File: src/rtl/reg_part_fill_arbiter.sv
// Purpose: per-lane round-robin arbitration of R slice writers into an L-lane register; offers the full word downstream.
// Latency: a lane write at cycle t is visible at t+1; the last lane write at t gives OUT_valid at t+1; drain costs one bubble.
// Backpressure: OUT_req_ready drops for filled lanes and for every requester while a complete word waits on IN_ready.
// Build option: define REGPART_OVERWRITE_EN to keep filled lanes writable during FILL (last write wins).
module reg_part_fill_arbiter #(
    parameter int N = 4,
    parameter int L = 4,
    parameter int R = 4
) (
    input  logic                                  clk,
    input  logic                                  rst,
    input  logic [R-1:0]                          IN_req_valid,
    input  logic [R*((L > 1) ? $clog2(L) : 1)-1:0] IN_req_lane,
    input  logic [R*N-1:0]                        IN_req_dat,
    output logic [R-1:0]                          OUT_req_ready,
    output logic [L*N-1:0]                        OUT_dat,
    output logic [L-1:0]                          OUT_fill,
    output logic                                  OUT_valid,
    input  logic                                  IN_ready
);

    localparam int LW = (L > 1) ? $clog2(L) : 1;
    localparam int RW = (R > 1) ? $clog2(R) : 1;

    typedef enum logic [0:0] {
        FILL = 1'b0,
        HOLD = 1'b1
    } state_t;

    state_t           state_q, state_d;
    logic [L*N-1:0]   dat_q, dat_d;
    logic [L-1:0]     fill_q, fill_d;
    logic [RW-1:0]    rr_q [L];
    logic [RW-1:0]    rr_d [L];

    logic [R-1:0]     hit [L];      // hit[l][r]: requester r is valid and targets lane l
    logic [L-1:0]     lane_open;    // lane may accept a write this cycle
    logic [L-1:0]     win_vld;      // lane has at least one candidate
    logic [RW-1:0]    win_sel [L];  // winning requester index per lane
    logic [L-1:0]     lane_wr;      // lane is written at the next edge
    logic [R-1:0]     ready;

    // Round-robin index: base + off, wrapped at R (off is always < R here).
    function automatic logic [RW-1:0] rr_idx(input logic [RW-1:0] base, input int off);
        int s;
        s = int'(base) + off;
        if (s >= R) begin
            s = s - R;
        end
        return RW'(s);
    endfunction

    // Candidate matrix; lane indices >= L never match any lane, so such requests are ignored.
    always_comb begin
        for (int l = 0; l < L; l++) begin
            hit[l] = '0;
            for (int r = 0; r < R; r++) begin
                hit[l][r] = IN_req_valid[r] &&
                            ({{(32-LW){1'b0}}, IN_req_lane[r*LW +: LW]} == $unsigned(l));
            end
        end
    end

    // Which lanes can take a write: only in FILL, and only unfilled lanes unless overwrite is built in.
    always_comb begin
        lane_open = '0;
        for (int l = 0; l < L; l++) begin
`ifdef REGPART_OVERWRITE_EN
            lane_open[l] = (state_q == FILL);
`else
            lane_open[l] = (state_q == FILL) && !fill_q[l];
`endif
        end
    end

    // Per-lane winner: first candidate at or after the lane's pointer, searching upward with wrap.
    always_comb begin
        for (int l = 0; l < L; l++) begin
            win_vld[l] = 1'b0;
            win_sel[l] = '0;
            for (int k = 0; k < R; k++) begin
                if (!win_vld[l] && hit[l][rr_idx(rr_q[l], k)]) begin
                    win_vld[l] = 1'b1;
                    win_sel[l] = rr_idx(rr_q[l], k);
                end
            end
        end
    end

    // Grants: a lane is written when it is open and has a winner; the winner sees ready.
    always_comb begin
        lane_wr = lane_open & win_vld;
        ready   = '0;
        for (int l = 0; l < L; l++) begin
            for (int r = 0; r < R; r++) begin
                if (lane_wr[l] && (win_sel[l] == RW'(r))) begin
                    ready[r] = 1'b1;
                end
            end
        end
    end

    // Next state: lane writes and pointer advance in FILL, word drain in HOLD.
    always_comb begin
        state_d = state_q;
        dat_d   = dat_q;
        fill_d  = fill_q;
        rr_d    = rr_q;
        case (state_q)
            FILL: begin
                for (int l = 0; l < L; l++) begin
                    if (lane_wr[l]) begin
                        dat_d[l*N +: N] = IN_req_dat[win_sel[l]*N +: N];
                        fill_d[l]       = 1'b1;
                        rr_d[l]         = rr_idx(win_sel[l], 1);
                    end
                end
                if (&fill_d) begin
                    state_d = HOLD;
                end
            end
            HOLD: begin
                // Data is left stale on drain; lanes are overwritten as the next word fills.
                if (IN_ready) begin
                    fill_d  = '0;
                    state_d = FILL;
                end
            end
            default: begin
                state_d = FILL;
            end
        endcase
    end

    // State register with synchronous reset taking priority over everything.
    always_ff @(posedge clk) begin
        if (rst) begin
            state_q <= FILL;
            dat_q   <= '0;
            fill_q  <= '0;
            for (int l = 0; l < L; l++) begin
                rr_q[l] <= '0;
            end
        end else begin
            state_q <= state_d;
            dat_q   <= dat_d;
            fill_q  <= fill_d;
            for (int l = 0; l < L; l++) begin
                rr_q[l] <= rr_d[l];
            end
        end
    end

    assign OUT_req_ready = ready;
    assign OUT_dat       = dat_q;
    assign OUT_fill      = fill_q;
    assign OUT_valid     = (state_q == HOLD);

endmodule

File: config.mk
export PLATFORM = sky130hd
export DESIGN_NAME = reg_part_fill_arbiter
export DESIGN_NICKNAME = d
export VERILOG_FILES = /design/src/rtl/reg_part_fill_arbiter.sv
export SDC_FILE = /design/constraint.sdc
export NUM_CORES = 1
export LEC_CHECK = 0
export CAP_MARGIN = 25
export CORE_MARGIN = 2
export CORE_UTILIZATION = 40
export DETAILED_ROUTE_END_ITERATION = 6
export GPL_ROUTABILITY_DRIVEN = 1
export GPL_TIMING_DRIVEN = 0
export PLACE_DENSITY = 0.72
export REMOVE_ABC_BUFFERS = 1
export SYNTH_ARGS = -nofsm -noshare
export SYNTH_HDL_FRONTEND = slang
export SYNTH_SLANG_ARGS = --single-unit
File: constraint.sdc
create_clock -name clk -period 4.9 [get_ports clk]
set_clock_uncertainty 0.1 [all_clocks]
set_input_delay 0.49 -clock clk [delete_from_list [all_inputs] [get_ports clk]]
set_output_delay 0.49 -clock clk [all_outputs]
set_load 0.02 [all_outputs]
==> results.sh <==
export IMPL_yosys_register_bits=29
export IMPL_area_growth_pct=31.6
export IMPL_crit_fanout=9
export IMPL_status="finished, final reports clean"
export IMPL_drtAntennaViolNets=0
export IMPL_worst_pin_slew_ns=0.867
export IMPL_cap_viol_max_count=0
export IMPL_io_buffers=55
export IMPL_drt_iter0_markers=201
export IMPL_worst_endpoint_required_ns=4.31
export IMPL_slew_violations=0
export IMPL_track_usage=0.219
export IMPL_cts_path_max_buffers=2
export IMPL_dieArea_um2=6550
export IMPL_fin_nets=356
export IMPL_slowest_stage="nor3_1"
export IMPL_cts_root_buf="clkbuf_8"
export IMPL_ctsHoldBuffers=0
export IMPL_timing_final_crit_share=0.811
export IMPL_antenna_found_initial=0
export IMPL_drive_gt1_frac=0.107
export IMPL_finalHoldViolations=0
export IMPL_yosys_area_top_type="dfxtp_1"
export IMPL_r2r_cells=5
export IMPL_cellPowerDensity_nw_per_um2=275
export IMPL_core_area_um2=5820
export IMPL_critPathLaunchType="primary input"
export IMPL_first_global_vias=2299
export IMPL_gr_usage_met3=0.0356
export IMPL_grt_setup_unrepaired="false"
export IMPL_numPlacedInstances=385
export IMPL_dp_hpwl_um=5220
export IMPL_vias_per_cell=6.11
export IMPL_synthTopCellsByCount="dfxtp_1, mux2i_1, nand3b_1, o221ai_1, nor2_1"
export IMPL_rr_startpoint="rr_q[7]$_SDFFE_PP0P_"
export IMPL_post_route_drc_count=0
export IMPL_tns_ns=0
export IMPL_wl_um=6970
export IMPL_r2r_end="OUT_dat[1]$_SDFFE_PP0P_"
export IMPL_fmax_mhz=252
export IMPL_htreeDepth=2
export IMPL_cts_tree="yes"
export IMPL_slowest_delay_ns=0.68
export IMPL_cts_setup_buffers=0
export IMPL_n_antenna_cell=0
export IMPL_min_period_ns=3.97
export IMPL_worstSetupPathType="primary input to output port"
export IMPL_netlist_top_cells_area="dfxtp_1, mux2i_1, nand3b_1, o221ai_1, ha_1"
export IMPL_grt_met1_usage=0.293
export IMPL_setup_violations=0
export IMPL_setup_worst_path_start="IN_req_lane[0]"
export IMPL_busiest_layer="met2"
export IMPL_utilization=0.535
export IMPL_drtPass1Iterations=4
export IMPL_cts_buffers=5
export IMPL_stdcell_count=393
export IMPL_place_ws_ns=0.980
export IMPL_vias=2401
export IMPL_p_leak_nw=1.12
export IMPL_synth_top_area_frac=0.245
export IMPL_synth_warnings=0
export IMPL_grt_max_degree=32
export IMPL_path_common_cell="clkdlybuf4s50_1"
export IMPL_setup_slack_ns=0.927
export IMPL_gp_congestion=0.847
export IMPL_cts_sink_count=29
export IMPL_synthFlopType="dfxtp_1"
export IMPL_insertion_delay_ns=0.27
export IMPL_cp_end_kind="output port"
export IMPL_synthCells=263
export IMPL_post_drt_wl_per_cell_um=17.7
export IMPL_syn_area_um2=2370
export IMPL_rows=28
export IMPL_worstPathCellList="clkdlybuf4s50_1 -> nand3_2 -> and4_1 -> nor3_1 -> a22oi_1 -> o221ai_1 -> clkdlybuf4s50_1"
export IMPL_start_util=0.407
export IMPL_regToRegSetupSlack_ns=2.78
export IMPL_yosysUniqueCellTypes=63
export IMPL_synth_edf_count=0
export IMPL_hold_path_class="flip-flop to flip-flop"
export IMPL_slew_headroom=0.417
export IMPL_grt_pass1_wl_um=11100
export IMPL_avgSynthCellArea_um2=9.00
export IMPL_cts_resized_gates=0
export IMPL_die_h_um=80.9
export IMPL_hold_slack_ns=0.399
export IMPL_ys_seq_area_frac=0.245
export IMPL_yosysMostFrequentCell="dfxtp_1"
export IMPL_clk_pin_slew_ns=0.06
export IMPL_fp_dieW_um=80.9
export IMPL_ir_drop_uv=163
export IMPL_cp_arrival_ns=3.38
export IMPL_top_level_ports=56
export IMPL_async_flop_share=0
export IMPL_use_met2=0.350
export IMPL_cp_endpoint="OUT_req_ready[1]"
export IMPL_overflow=0
sequential cells by signal (all words and copies together) (netlist names):
| name | flops |
|---|---|
| OUT_valid | 1 |
| rr_q | 8 |
| OUT_dat | 16 |
| OUT_fill | 4 |
worst max-delay path, delay by kind of cell:
| kind | cells | cell delay (ns) |
|---|---|---|
| compound gates | 2 | 0.39 |
| buf+inv | 2 | 1.33 |
| simple gates | 3 | 1.15 |
layout by cell type (no fill, tap or decap), types with 4 or more instances in the layout:
cell type | netlist | routed
ha_1 | 8 | 8
o31a_2 | 4 | 4
o32ai_1 | 4 | 4
or3b_1 | 4 | 4
or3_1 | 7 | 7
nand2b_1 | 6 | 6
clkdlybuf4s50_1 | 0 | 55
a22oi_1 | 5 | 5
and3b_1 | 4 | 4
nand3b_1 | 21 | 21
nand2_1 | 11 | 11
a221oi_1 | 4 | 4
mux2i_1 | 24 | 24
a211oi_1 | 9 | 9
inv_1 | 9 | 9
o221ai_1 | 18 | 18
clkbuf_8 | 0 | 6
dfxtp_1 | 29 | 29
nor2_1 | 15 | 15
and2_1 | 4 | 4
a21oi_1 | 8 | 8
nor3_1 | 5 | 5
nand3_1 | 4 | 4
layer usage:
metal	routed length [um]	vias up
met5	0	-
li1	-	1153
met4	168	0
met3	460	14
met1	3200	1126
met2	3140	108
where the power goes:
group | switching (W) | leakage, nW | internal [W]
logic | 0.000160 | 0.824 | 0.000143
registers | 0.0000264 | 0.239 | 0.000263
clock network | 0.0000966 | 0.0585 | 0.000166
worst min-delay path by stage:
stage                            start  slack (ns)                      end  cells after the start
6_report       OUT_dat[3]$_SDFFE_PP0P_        0.40  OUT_dat[3]$_SDFFE_PP0P_                      2
5_1_grt        OUT_dat[3]$_SDFFE_PP0P_        0.42  OUT_dat[3]$_SDFFE_PP0P_                      2
3_3_place_gp      rr_q[1]$_SDFFE_PP0P_        0.38     rr_q[1]$_SDFFE_PP0P_                      2
4_1_cts           rr_q[1]$_SDFFE_PP0P_        0.40     rr_q[1]$_SDFFE_PP0P_                      2
2_1_floorplan     rr_q[3]$_SDFFE_PP0P_        0.36     rr_q[3]$_SDFFE_PP0P_                      2
3_5_place_dp      rr_q[1]$_SDFFE_PP0P_        0.39     rr_q[1]$_SDFFE_PP0P_                      2
final cells by class:
type / instances / area (um^2)
Fill cell: 569 / 2700
Multi-Input combinational cell: 213 / 1680
Timing Repair Buffer: 59 / 604
Sequential cell: 29 / 581
Tap cell: 75 / 93.8
Clock buffer: 7 / 86.3
Inverter: 9 / 33.8
Clock inverter: 1 / 30.0
kinds of logic after synthesis:
| logic type | after synthesis | synth area share |
|---|---|---|
| flip-flops | 29 | 0.245 |
| adder cells (fa/ha/maj) | 8 | 0.0423 |
| XOR/XNOR | 1 | 0.00370 |
| AO/OA/AOI/OAI | 76 | 0.263 |
| buffers and inverters | 21 | 0.0455 |
| multiplexers | 24 | 0.102 |
| AND/OR/NAND/NOR | 104 | 0.298 |
metrics by stage:
step | area (um^2) | power [W]
after floorplan | 2290 | 0.000461
after global placement | 2940 | 0.000586
after CTS | 3110 | 0.000858
after global routing | 3110 | 0.000904
final | 3110 | 0.000855
after detailed placement | 3000 | 0.000595
No activity file was read; power rests on OpenSTA's default activity.
